`src/rtl/mem_arb_pkg.sv`:
```
// Shared definitions for the IF/MEM memory port arbiter.
// Contents:
//   arb_state_e - arbiter FSM states (IDLE, ACCESS)
//   owner_e     - which pipeline port owns the current access
//   SZ_*        - memory access size encodings
//   WCNT_W      - width of the wait-state counter (WAIT_CYC range 0..15)
package mem_arb_pkg;

  typedef enum logic {
    IDLE   = 1'b0,
    ACCESS = 1'b1
  } arb_state_e;

  typedef enum logic [1:0] {
    OWN_NONE = 2'd0,
    OWN_IF   = 2'd1,
    OWN_D    = 2'd2
  } owner_e;

  localparam logic [1:0] SZ_BYTE = 2'b00;
  localparam logic [1:0] SZ_HALF = 2'b01;
  localparam logic [1:0] SZ_WORD = 2'b10;

  localparam int WCNT_W = 4;

endpackage

```
`src/rtl/mem_arb_wait_cnt.sv`:
```
// Wait-state down-counter for the memory port arbiter.
// Loaded with the wait-state count when an access is granted, then counts
// down once per cycle while the access is active. 'last' flags the final
// cycle of the access (count exhausted while active).
// Ports:
//   clk    in  clock, rising edge
//   reset  in  synchronous, active-high
//   load   in  load 'value' into the counter (grant cycle)
//   active in  an access is in progress
//   value  in  count to load
//   last   out final cycle of the running access
module mem_arb_wait_cnt
  import mem_arb_pkg::*;
(
  input  logic              clk,
  input  logic              reset,
  input  logic              load,
  input  logic              active,
  input  logic [WCNT_W-1:0] value,
  output logic              last
);

  logic [WCNT_W-1:0] cnt_r;

  // Counter register: load on grant, decrement while active, rest at zero.
  always_ff @(posedge clk) begin
    if (reset) begin
      cnt_r <= {WCNT_W{1'b0}};
    end else if (load) begin
      cnt_r <= value;
    end else if (active && (cnt_r != {WCNT_W{1'b0}})) begin
      cnt_r <= cnt_r - {{(WCNT_W-1){1'b0}}, 1'b1};
    end else begin
      cnt_r <= cnt_r;
    end
  end

  assign last = active & (cnt_r == {WCNT_W{1'b0}});

endmodule

```
`src/rtl/mem_port_arbiter.sv`:
```
// Shares one single-port memory between the instruction-fetch (IF) and the
// load/store (MEM) pipeline stages. One requester is granted at a time and
// owns the memory bus for WAIT_CYC+1 cycles; the owner gets a one-cycle done
// pulse in the last access cycle and the loser sees its stall held.
// Optional feature: define ARB_FAIR_EN to let fetch in after FAIR_MAX
// consecutive data grants issued while fetch was waiting. Without it data
// has strict priority.
// Ports:
//   clk, reset                     clock / synchronous active-high reset
//   if_req, if_addr                fetch request (word read)
//   if_rdata, if_done, if_stall    fetch response and stall
//   d_req, d_rw, d_size, d_se,
//   d_addr, d_wdata                data request (load/store)
//   d_rdata, d_done, d_stall       data response and stall
//   m_en, m_rw, m_we, m_size,
//   m_se, m_addr, m_wdata          memory bus (zero while idle)
//   m_rdata                        memory read data (combinational)
module mem_port_arbiter
  import mem_arb_pkg::*;
#(
  parameter int ADDR_W   = 9,
  parameter int DATA_W   = 32,
  parameter int WAIT_CYC = 1,
  parameter int FAIR_MAX = 4
) (
  input  logic              clk,
  input  logic              reset,
  input  logic              if_req,
  input  logic [ADDR_W-1:0] if_addr,
  output logic [DATA_W-1:0] if_rdata,
  output logic              if_done,
  output logic              if_stall,
  input  logic              d_req,
  input  logic              d_rw,
  input  logic [1:0]        d_size,
  input  logic              d_se,
  input  logic [ADDR_W-1:0] d_addr,
  input  logic [DATA_W-1:0] d_wdata,
  output logic [DATA_W-1:0] d_rdata,
  output logic              d_done,
  output logic              d_stall,
  output logic              m_en,
  output logic              m_rw,
  output logic              m_we,
  output logic [1:0]        m_size,
  output logic              m_se,
  output logic [ADDR_W-1:0] m_addr,
  output logic [DATA_W-1:0] m_wdata,
  input  logic [DATA_W-1:0] m_rdata
);

  arb_state_e        state_r;
  arb_state_e        state_nxt_s;
  owner_e            owner_r;
  logic [ADDR_W-1:0] addr_r;
  logic              rw_r;
  logic [1:0]        size_r;
  logic              se_r;
  logic [DATA_W-1:0] wdata_r;
  logic [DATA_W-1:0] if_hold_r;
  logic [DATA_W-1:0] d_hold_r;
  logic              grant_d_s;
  logic              grant_if_s;
  logic              fetch_turn_s;
  logic              active_s;
  logic              last_s;

  assign active_s = (state_r == ACCESS);

`ifdef ARB_FAIR_EN
  localparam int FAIR_W = (FAIR_MAX < 1) ? 1 : $clog2(FAIR_MAX + 1);

  logic [FAIR_W-1:0] fair_cnt_r;

  // Fetch takes the next grant once data has won FAIR_MAX times in a row.
  assign fetch_turn_s = if_req & (fair_cnt_r == FAIR_W'(FAIR_MAX));

  // Fairness counter: counts data grants made while fetch was waiting.
  always_ff @(posedge clk) begin
    if (reset) begin
      fair_cnt_r <= {FAIR_W{1'b0}};
    end else if (grant_if_s) begin
      fair_cnt_r <= {FAIR_W{1'b0}};
    end else if (grant_d_s) begin
      if (if_req) begin
        fair_cnt_r <= fair_cnt_r + {{(FAIR_W-1){1'b0}}, 1'b1};
      end else begin
        fair_cnt_r <= {FAIR_W{1'b0}};
      end
    end else begin
      fair_cnt_r <= fair_cnt_r;
    end
  end
`else
  assign fetch_turn_s = 1'b0;
`endif

  // Arbitration: only in IDLE, one grant per cycle, data first unless it is fetch's turn.
  always_comb begin
    grant_d_s  = 1'b0;
    grant_if_s = 1'b0;
    if (state_r == IDLE) begin
      if (d_req && !fetch_turn_s) begin
        grant_d_s = 1'b1;
      end else if (if_req) begin
        grant_if_s = 1'b1;
      end else begin
        grant_d_s  = 1'b0;
        grant_if_s = 1'b0;
      end
    end else begin
      grant_d_s  = 1'b0;
      grant_if_s = 1'b0;
    end
  end

  mem_arb_wait_cnt u_wait_cnt (
    .clk    (clk),
    .reset  (reset),
    .load   (grant_d_s | grant_if_s),
    .active (active_s),
    .value  (WCNT_W'(WAIT_CYC)),
    .last   (last_s)
  );

  // Next-state logic: an access always runs to its last cycle unless reset.
  always_comb begin
    state_nxt_s = state_r;
    case (state_r)
      IDLE: begin
        if (grant_d_s || grant_if_s) begin
          state_nxt_s = ACCESS;
        end else begin
          state_nxt_s = IDLE;
        end
      end
      ACCESS: begin
        if (last_s) begin
          state_nxt_s = IDLE;
        end else begin
          state_nxt_s = ACCESS;
        end
      end
      default: state_nxt_s = IDLE;
    endcase
  end

  // State register.
  always_ff @(posedge clk) begin
    if (reset) begin
      state_r <= IDLE;
    end else begin
      state_r <= state_nxt_s;
    end
  end

  // Access latches: captured at grant so requester operand changes mid-access are ignored.
  always_ff @(posedge clk) begin
    if (reset) begin
      owner_r <= OWN_NONE;
      addr_r  <= {ADDR_W{1'b0}};
      rw_r    <= 1'b0;
      size_r  <= SZ_BYTE;
      se_r    <= 1'b0;
      wdata_r <= {DATA_W{1'b0}};
    end else if (grant_d_s) begin
      owner_r <= OWN_D;
      addr_r  <= d_addr;
      rw_r    <= d_rw;
      size_r  <= d_size;
      se_r    <= d_se;
      wdata_r <= d_wdata;
    end else if (grant_if_s) begin
      owner_r <= OWN_IF;
      addr_r  <= if_addr;
      rw_r    <= 1'b0;
      size_r  <= SZ_WORD;
      se_r    <= 1'b0;
      wdata_r <= {DATA_W{1'b0}};
    end else if (last_s) begin
      owner_r <= OWN_NONE;
    end else begin
      owner_r <= owner_r;
    end
  end

  // Read holding registers: keep the last value read by each port; stores leave d_hold_r alone.
  always_ff @(posedge clk) begin
    if (reset) begin
      if_hold_r <= {DATA_W{1'b0}};
      d_hold_r  <= {DATA_W{1'b0}};
    end else begin
      if (if_done) begin
        if_hold_r <= m_rdata;
      end else begin
        if_hold_r <= if_hold_r;
      end
      if (d_done && !rw_r) begin
        d_hold_r <= m_rdata;
      end else begin
        d_hold_r <= d_hold_r;
      end
    end
  end

  // Memory bus and handshake outputs; the bus is quiet (all zero) outside an access.
  always_comb begin
    m_en    = 1'b0;
    m_rw    = 1'b0;
    m_we    = 1'b0;
    m_size  = SZ_BYTE;
    m_se    = 1'b0;
    m_addr  = {ADDR_W{1'b0}};
    m_wdata = {DATA_W{1'b0}};
    if_done = 1'b0;
    d_done  = 1'b0;
    if (active_s) begin
      m_en    = 1'b1;
      m_rw    = rw_r;
      m_we    = last_s & rw_r;
      m_size  = size_r;
      m_se    = se_r;
      m_addr  = addr_r;
      m_wdata = wdata_r;
      if_done = last_s & (owner_r == OWN_IF);
      d_done  = last_s & (owner_r == OWN_D);
    end else begin
      m_en = 1'b0;
    end
    if (if_done) begin
      if_rdata = m_rdata;
    end else begin
      if_rdata = if_hold_r;
    end
    if (d_done) begin
      d_rdata = m_rdata;
    end else begin
      d_rdata = d_hold_r;
    end
  end

  assign if_stall = if_req & ~if_done;
  assign d_stall  = d_req & ~d_done;

endmodule

```
`config.mk`:
```
export PLATFORM = sky130hd
export DESIGN_NAME = mem_port_arbiter
export DESIGN_NICKNAME = d
export VERILOG_FILES = /design/src/rtl/mem_arb_pkg.sv /design/src/rtl/mem_arb_wait_cnt.sv /design/src/rtl/mem_port_arbiter.sv
export SDC_FILE = /design/constraint.sdc
export NUM_CORES = 1
export LEC_CHECK = 0
export ABC_AREA = 1
export CELL_PAD_IN_SITES_DETAIL_PLACEMENT = 1
export CELL_PAD_IN_SITES_GLOBAL_PLACEMENT = 2
export CORE_MARGIN = 2
export CORE_UTILIZATION = 24
export DETAILED_ROUTE_END_ITERATION = 6
export GPL_ROUTABILITY_DRIVEN = 1
export GPL_TIMING_DRIVEN = 0
export PLACE_DENSITY = 0.95
export SLEW_MARGIN = 20
export SYNTH_ARGS = -nofsm -noshare
export SYNTH_HDL_FRONTEND = slang
export SYNTH_SLANG_ARGS = --single-unit
```
`constraint.sdc`:
```
create_clock -name clk -period 3.2 [get_ports clk]
set_input_delay 0.96 -clock clk [delete_from_list [all_inputs] [get_ports clk]]
set_output_delay 0.96 -clock clk [all_outputs]
set_load 0.05 [all_outputs]
```
==> out/qor.yml <==
ios: 205
die_extent_in_x_um: 157
avgSynthCellArea_um2: 6.30
grt_usage: 0.167
vdd.ir_drop.worst_mv: 0.321
synthesis.nets: 984
detailed_place.area_um2: 8060
synth.mux.area_fraction: 0
place.port_buffers: 203
fill_cells: 3020
layout_common_cells: "nand2_1, inv_1, nor2_1"
clk_path_buf_depth: 2
relSlewSlack: 0.618
tritoncts: "built"
drt-total-wl_um: 20600
numPlacedInstances: 1415
cts_max_level: 4
clk-insertion-delay-late_ns: 0.42
detailedRoute.firstPassIterationCount: 4
startpoint: "active_s$_SDFF_PP0_"
antenna_found_initial: 0
length_of_routed_met2_wiring_um: 9770
cp_data_required_time_ns: 2.24
final_area_um2: 8520
finalHoldWorstSlack_ns: 0.447
skew_ns: 0.00843
timing.critical_path.slowest_cell_delay_ns: 0.81
cp_num_buf_inv: 4
setup_viol: 0
hold_viol: 0
starting_density_of_the_core: 0.242
tightest_slew_ns: 0.573
synth_fa_ha_area_frac: 0.00222
setup.worst_path.class: "reg2out"
detailedPlace.worstSlack_ns: -0.388
power.density_nw_per_um2: 505
grt_setup_unrepaired: "true"
routed_via_density: 4.26
worst_ep_arrival_ns: 2.18
synth_compound_gate_area_share: 0.0725
grt_pass1_vias: 6167
grt_first_pass_wirelength_um: 32000
cts_bufs_inserted: 17
worstReg2RegStart: "rw_r$_SDFFE_PP0P_"
final.setup.tns_ns: 0
post_synthesis_sequential_area_ratio: 0.413
routabilityCongestion: 0.805
final_max_slew_viol_count: 0
cellLeakagePower_nw: 4.71
final_util: 0.366
maxUsedRoutingLayer: "met4"
run_status: "finished clean"
period_share: 0.980
dpl.hpwl_um: 15500
mappedNetlistArea_um2: 5620
cts_root_buf: "clkbuf_16"
timing.critical_path.from_type: "register"
fmaxAchievable_ghz: 0.319
worst_slack_ns: 0.0634
post_drt_wl_per_cell_um: 14.2
maxCapViolCount: 0
nets: 1207
layout.cells.non_filler: 1446
synthDistinctLibCells: 22
coreArea_um2: 23300
globalRouteOverflowTotal: 0
chipHeight_um: 157
tightest_hold_check_type: "reg2reg"
wl_met3_um: 972
die-area_um2: 24700
cts.clk_slew.worst_paths_ns: 0.06
synth-seq-cells: 116
ant_nets: 0
synth-xor-area-share: 0.00156
drive_above_1_share: 0.146
cts.sinks: 116
m1WireLength_um: 9390
final_common_cell: "nand2_1"
synth_simple_gate_area_share: 0.352
drc: 0
synth_cells: 893
timing.critical_path.to_type: "output port"
crit_slowest_cell: "clkdlybuf4s50_1"
dr.first_iter.drc_count: 273
crit_fanout: 10
area.growth.synth_to_final_pct: 51.5
cp_top_family: "buffers and inverters"
routed-via-count: 6164
timing.critical_path.cells: "buf_4, clkbuf_2, nand2_1, inv_1, clkdlybuf4s50_1"
num_rows: 56
num_antenna_cells: 0
worstHoldStart: "wdata_r[20]$_SDFFE_PP0P_"
grt_max_degree: 20
total_chip_power_mw: 4.30
period_minus_slack_ns: 3.14
synth_top_family_by_area: "simple AND/OR/NAND/NOR gates"
yosys_warnings: 0
cell families after synthesis:
kind of cell | Yosys count
and+or+nand+nor | 478
buffers and inverters | 216
DFF | 116
AOI/OAI and AO/OA | 81
xor gates and xnor gates | 1
adders and majority gates | 1
worst reg2reg max path, stage by stage, from the launching register on:
cell      delay, ns
dfxtp_1        0.34
inv_1          0.10
buf_2          0.37
clkbuf_1       0.50
nand3_1        0.15
nand2_1        0.09
nor2_1         0.04
state kept, by name (all words and copies together), names as in the netlist:
signal / cells
d_hold_r: 32
if_hold_r: 32
wdata_r: 32
addr_r: 9
u_wait_cnt.cnt_r: 4
owner_r: 2
size_r: 2
active_s: 1
rw_r: 1
se_r: 1
layout make-up:
cell class / count / area [um2] / share of cell area
buffer: 57 / 332 / 0.0389
clock buffer: 20 / 457 / 0.0536
clock inverter: 10 / 109 / 0.0128
inverter: 158 / 596 / 0.0699
multi-input combinational: 561 / 2450 / 0.288
sequential: 116 / 2320 / 0.273
tap: 319 / 399 / 0.0469
timing repair buffer: 205 / 1850 / 0.218
path summary, 6_finish.rpt:
kind	to	slack [ns]	cells past startpoint
worst max register to register	d_hold_r[25]$_SDFFE_PP0P_	1.51	6
worst min-delay path	wdata_r[20]$_SDFFE_PP0P_	0.45	2
worst max-delay path	m_wdata[3]	0.06	5
worst min register to register	wdata_r[20]$_SDFFE_PP0P_	0.45	2
timing repair:
item	CTS	global route
pin swaps	0	1
gates resized for setup	419	67
hold buffers	0	0
endpoints found under the setup margin	109	98
buffers inserted	0	2
synth_stat cells:
library cell / n / share of area
nor2_2: 1 / 0.0011
o21ai_0: 11 / 0.0098
nor2_4: 2 / 0.0040
inv_2: 4 / 0.0027
nor2_8: 1 / 0.0036
dfxtp_1: 116 / 0.41
a21oi_1: 69 / 0.061
buf_2: 18 / 0.016
nand3_1: 104 / 0.093
inv_1: 154 / 0.10
nor2_1: 119 / 0.079
a211oi_1: 1 / 0.0013
xor2_1: 1 / 0.0016
buf_1: 7 / 0.0047
nand4_1: 1 / 0.0011
clkbuf_1: 19 / 0.013
buf_4: 12 / 0.016
nand2_1: 247 / 0.16
nand2_2: 2 / 0.0022
ha_1: 1 / 0.0022
nand3_4: 1 / 0.0031
buf_6: 2 / 0.0040
power breakdown:
part	switching, mW	internal (mW)	total [mW]
sequential	0.0361	1.52	1.55
combinational	0.592	0.307	0.899
clock	0.681	1.17	1.85
routing by layer:
metal | global-route usage | up-vias
met1 | 0.206 | 2882
li1 | - | 3126
met2 | 0.282 | 127
met3 | 0.0410 | 29
met5 | 0 | -
met4 | 0.0580 | 0
Note: power is estimated with default switching activity, not from simulation.
==> edit 1: new RTL, same flow settings <==
Change the parameter `DATA_W` from 32 to 24.
--- a/src/rtl/mem_port_arbiter.sv
+++ b/src/rtl/mem_port_arbiter.sv
@@ -21,3 +21,3 @@
   parameter int ADDR_W   = 9,
-  parameter int DATA_W   = 32,
+  parameter int DATA_W   = 24,
   parameter int WAIT_CYC = 1,
Interface: changed (5 resized); port bits go from 205 to 165. No check against the original RTL was run, so the function may have changed too.
==> edit 1 against the original RTL <==
Routed wire length shrank 23%. Design area shrank 23%. Worst hold slack gained 0.00066 ns. Critical path depth grew 5. Synthesized area shrank 20%. Power shrank 27%. Worst setup slack gained 0.045 ns. Global-route usage shrank 0.63 points. Sequential cell count shrank 24. Largest power group is now sequential cells. Sequential share of layout area grew 0.71 points.
==> edit 1: results (changes against the original RTL) <==
Finish:
- In the final layout, the registers with the most flip-flops are d_hold_r (24), if_hold_r (24), wdata_r (24).
- The layout net count came to 961 (-20%).
- The fill cell instance count of the final layout is 2380 (-21%).

Hold path:
- The worst hold path begins at wdata_r[23].

Placement:
- The half-perimeter wire length after detailed placement is 11800 µm (-23%).
- The weighted congestion at the end of routability-driven global placement is 0.743 (-7.7%).
- The placed cell count is 1109 (-22%).
- The number of I/O port buffers came to 163 (-20%).
- The worst-case setup slack after placement is -0.346 ns (+0.0427 ns).

Critical path:
- The length in cells of the worst reg-to-reg path is 8 (+2).
- On the critical path, the stage with the largest delay is an instance of sky130_fd_sc_hd__clkdlybuf4s18_2.
- The setup slack on the worst flop-to-flop path came to 1.60 ns (+0.09 ns).
- The worst register-to-register path begins at u_wait_cnt.cnt_r[1].
- The endpoint of the worst register-to-register path is d_hold_r[4].

Synth:
- Sorting the synthesized cells by area gives the leading types as sky130_fd_sc_hd__dfxtp_1 41%, sky130_fd_sc_hd__nand2_1 17%, sky130_fd_sc_hd__inv_1 10%.
- The unique cell type count in the Yosys netlist is 25 (+14%).
- By count the netlist is led by 199 x sky130_fd_sc_hd__nand2_1, 122 x sky130_fd_sc_hd__inv_1, 95 x sky130_fd_sc_hd__nor2_1.
- The fraction of the yosys area taken by sequential cells was 0.408 (-0.00492).
- The total nets after synthesis was 787 (-20%).

Timing:
- The setup clock skew after layout is 0.00762 ns (-0.000807 ns).
- The pin slew with the least headroom to its limit was 0.617 ns (+0.0436 ns).
- The achievable clock frequency is 324 MHz (+1.5%).

Drt:
- The count of routing violations after the opening detailed-route iteration is 176 (-36%).
- The detailed-routing iteration count for the pre-antenna-repair pass is 6 (+2).
- The final wirelength was 15900 µm (-23%).
- The routed wire length per instance is 14.1 µm (-0.76%).

Global routing:
- The total track usage is 0.160 (-0.00629).
- The first-pass GRT wire length came to 25300 µm (-21%).
- The pin count of the biggest net entering global routing is 15 (-25%).

Clock tree:
- The clock latency of the later-clocked register in the worst-skew pair is 0.35 ns (-0.07 ns).
- The total CTS buffers came to 9 (-8).
- The maximum level of the CTS H-tree is 3 (-1).

Status:
- The flow ran to the end, and the final reports show no timing, DRC or antenna violations.
edit 1: cell count changes after synthesis, moves of 10 or more:
cell,before,now
sky130_fd_sc_hd__a21oi_1,69,53
sky130_fd_sc_hd__buf_2,18,8
sky130_fd_sc_hd__inv_1,154,122
sky130_fd_sc_hd__dfxtp_1,116,92
sky130_fd_sc_hd__nand2_1,247,199
sky130_fd_sc_hd__nand3_1,104,79
sky130_fd_sc_hd__nor2_1,119,95
edit 1: cell type report:
class                           count  area [µm²]  area share
Multi-Input combinational cell    449        1940       0.294
Timing Repair Buffer              164        1440       0.219
Inverter                          126         474      0.0720
Clock buffer                       11         253      0.0384
Sequential cell                    92        1840       0.280
Clock inverter                      4        72.6      0.0110
Tap cell                          234         293      0.0445
Buffer                             44         275      0.0418
edit 1: cell families (layout without fill, tap and decap cells):
family	after synthesis	after routing	synth area share
AOI/OAI and AO/OA	65	65	0.0726
xor gates and xnor gates	1	1	0.00194
adders and majority gates	1	1	0.00277
buffers and inverters	171	349	0.165
DFF	92	92	0.408
and+or+nand+nor	382	382	0.350
edit 1: worst register-to-register path, cell delays in order (launching register included):
cell	delay, ns
sky130_fd_sc_hd__dfxtp_1	0.31
sky130_fd_sc_hd__inv_1	0.10
sky130_fd_sc_hd__ha_2	0.25
sky130_fd_sc_hd__nand3_4	0.14
sky130_fd_sc_hd__nor2_4	0.21
sky130_fd_sc_hd__buf_4	0.15
sky130_fd_sc_hd__buf_4	0.17
sky130_fd_sc_hd__a21oi_1	0.09
sky130_fd_sc_hd__nor2_1	0.13
edit 1: how the worst max path moves through the flow:
stage	endpoint	cells past startpoint
4_1_cts	if_rdata[23]	6
3_5_place_dp	d_rdata[1]	4
5_1_grt	d_rdata[17]	8
3_3_place_gp	d_rdata[1]	4
6_report	if_rdata[10]	10
2_1_floorplan	d_rdata[0]	6
edit 1: routing by layer:
layer,global-route usage,vias up,wire length [µm]
li1,-,2481,-
met1,0.196,2250,7010
met2,0.274,126,7580
met3,0.0445,15,1080
met4,0.0484,0,197
met5,0,-,0
edit 1: where the power goes:
part / internal, mW / total [mW] / switching, mW
Combinational: 0.240 / 0.714 / 0.473
Sequential: 1.20 / 1.23 / 0.0286
Clock: 0.722 / 1.19 / 0.466
Total: 2.17 / 3.14 / 0.968
edit 1: what timing repair did:
item	in CTS	in global routing
buffers inserted	0	1
setup endpoints to repair	73	50
endpoints found under the hold margin	0	0
hold buffers	0	0
gates resized for setup	199	80
==> edit 2: new RTL, config.mk and constraints unchanged <==
Made on the original files. Re-encode `owner_e` (3 values) as one-hot, 3 bits wide.
--- a/src/rtl/mem_arb_pkg.sv
+++ b/src/rtl/mem_arb_pkg.sv
@@ -13,6 +13,6 @@
 
-  typedef enum logic [1:0] {
-    OWN_NONE = 2'd0,
-    OWN_IF   = 2'd1,
-    OWN_D    = 2'd2
+  typedef enum logic [2:0] {
+    OWN_NONE = 3'b001,
+    OWN_IF   = 3'b010,
+    OWN_D    = 3'b100
   } owner_e;
Formal check against the unedited RTL: no difference found for any inputs over 4 cycles, from zero or initial values and one cycle with reset high; so few cycles prove little.
==> edit 2 against the original RTL <==
Power down 4.2%. Synthesized area down 5.2%. Design area down 5.2%. Critical path depth unchanged. Via count down 6.9%. Routed wire length down 2.4%. Clock power up 6%. Sequential cell count up 1. Worst setup slack better by 0.066 ns. Non-clock buffer count down 6. Critical path type unchanged. Critical endpoint is now m_addr[8]. Largest power group unchanged.
==> edit 2: results (changes against the original RTL) <==
Global routing:
- The via count of the first global-routing pass is 5974 (-3.1%).
- The total track usage came to 0.171 (+0.00482).
- The first-pass GRT wire length came to 31900 µm (-0.11%).
- The pin count of the biggest net entering global routing came to 17 (-15%).
- The number of antenna violations at the first check in global routing was 0 (unchanged).

Timing:
- The setup clock skew after layout was 0.00595 ns (-0.00248 ns).
- The pin slew with the least headroom to its limit was 0.772 ns (+0.199 ns).

Drt:
- The routed wire length per instance is 15.5 µm (+8.8%).
- The via count of the routed design is 5737 (-6.9%).
- The count of routing violations after the opening detailed-route iteration came to 152 (-44%).
- The final wirelength was 20100 µm (-2.4%).

Synth:
- By count the netlist is led by 167 x sky130_fd_sc_hd__nand2_1, 134 x sky130_fd_sc_hd__nor2_1, 118 x sky130_fd_sc_hd__inv_1.
- The total nets after synthesis is 876 (-11%).
- The xor-xnor portion of the synthesized cell area came to 0.00164 (+0.0000855).
- The unique cell type count in the Yosys netlist came to 26 (+18%).
- Ranked by total cell area, the synthesized netlist is headed by sky130_fd_sc_hd__dfxtp_1 44%, sky130_fd_sc_hd__nand2_1 12%, sky130_fd_sc_hd__nor2_1 9.4%.
- The share of the synthesized area in compound gates (AO/OA/AOI/OAI) was 0.153 (+0.0805).
- The share of async-settable or async-resettable flops after synthesis is 0 (unchanged).
- The share of synthesized area spent on multiplexers is 0 (unchanged).
- The arithmetic-cell share of the synthesized area counting full adders, half adders and majority gates is 0.00235 (+0.000122).
- The synthesized area per cell is 6.79 µm² (+7.8%).
- The fraction of the yosys area taken by sequential cells is 0.439 (+0.0264).

Placement:
- The half-perimeter wire length after detailed placement is 14700 µm (-5.1%).
- The area after detailed placement was 7710 µm² (-4.2%).
- The number of I/O port buffers was 203 (unchanged).
- The weighted congestion at the end of routability-driven global placement is 0.736 (-8.6%).
- The placed cell count came to 1268 (-10%).

Status:
- The flow ran to the end, and the final reports show no timing, DRC or antenna violations.

Clock tree:
- The clock tree buffer depth is 2 (unchanged).
- The post-CTS setup-driven buffer insertion count is 0 (unchanged).
- The number of resized instances in the post-cts repair step is 377 (-10%).

Finish:
- In the final layout, the registers with the most flip-flops are d_hold_r (32), if_hold_r (32), wdata_r (32).
- The fill cell instance count of the final layout is 2754 (-8.8%).
- The proportion of layout cells with a drive suffix above 1 is 0.150 (+0.00492).
- The layout net count came to 1097 (-9.1%).

Power and ir drop:
- The largest voltage drop on the vdd net was 0.000329 V (+2.7%).
- The leakage power came to 4.31 nW (-8.5%).

Critical path:
- The slowest stage of the critical path belongs to the cell sky130_fd_sc_hd__clkdlybuf4s50_1.
- The setup slack on the worst flop-to-flop path was 1.54 ns (+0.03 ns).
- The critical path's largest stage delay was 0.79 ns (-0.02 ns).
- The last element of the critical path is m_addr[8].
- The endpoint of the worst register-to-register path is addr_r[0].
- The kind of cell with the highest combined delay along the critical path is buffers and inverters.

Hold path:
- The capture endpoint of the worst hold path is wdata_r[16].
- The startpoint of the most critical hold path is wdata_r[16].
- The type of the worst min-delay path is reg2reg.
[edit 2: cell types whose count changed after synthesis, sizes merged, moves of 2 or more]
cell,delta
inv,-39
a31oi,+8
a21oi,+8
nand3,-69
o21ai,+23
nor2,+15
nand2,-82
a22oi,+26
buf,-4
nor3,+2
[edit 2: power breakdown]
| group | total (mW) | leakage, nW | internal (mW) | switching [mW] |
|---|---|---|---|---|
| Combinational | 0.630 | 3.07 | 0.231 | 0.400 |
| Clock | 1.96 | 0.287 | 1.27 | 0.684 |
| Sequential | 1.54 | 0.951 | 1.51 | 0.0271 |
| Total | 4.12 | 4.31 | 3.01 | 1.11 |
[edit 2: per-layer routing]
layer	part of all wire	global-route usage	wire, µm
met5	0	0	0
met4	0.0082	0.0401	164
met3	0.089	0.0754	1790
met2	0.48	0.290	9540
met1	0.43	0.199	8570
[edit 2: per-stage QoR]
| stage | utilization | worst slack [ns] | power (mW) | hold WS (ns) |
|---|---|---|---|---|
| 2_1_floorplan | - | 0.0563 | 1.93 | 0.428 |
| 3_3_place_gp | 0.353 | -0.385 | 2.21 | 0.449 |
| 3_5_place_dp | 0.353 | -0.370 | 2.22 | 0.458 |
| 4_1_cts | 0.367 | 0.000112 | 4.18 | 0.466 |
| 5_1_grt | 0.370 | 0.000445 | 4.31 | 0.486 |
| 6_report | 0.370 | 0.129 | 4.12 | 0.463 |
[edit 2: area by class of cell]
| class | instances | area [µm²] | area share |
|---|---|---|---|
| timing repair buffer | 203 | 1740 | 0.215 |
| buffer | 53 | 348 | 0.0431 |
| clock inverter | 9 | 128 | 0.0158 |
| sequential | 117 | 2340 | 0.290 |
| clock buffer | 21 | 470 | 0.0583 |
| inverter | 120 | 450 | 0.0558 |
| multi-input combinational | 494 | 2250 | 0.278 |
| tap | 280 | 350 | 0.0434 |
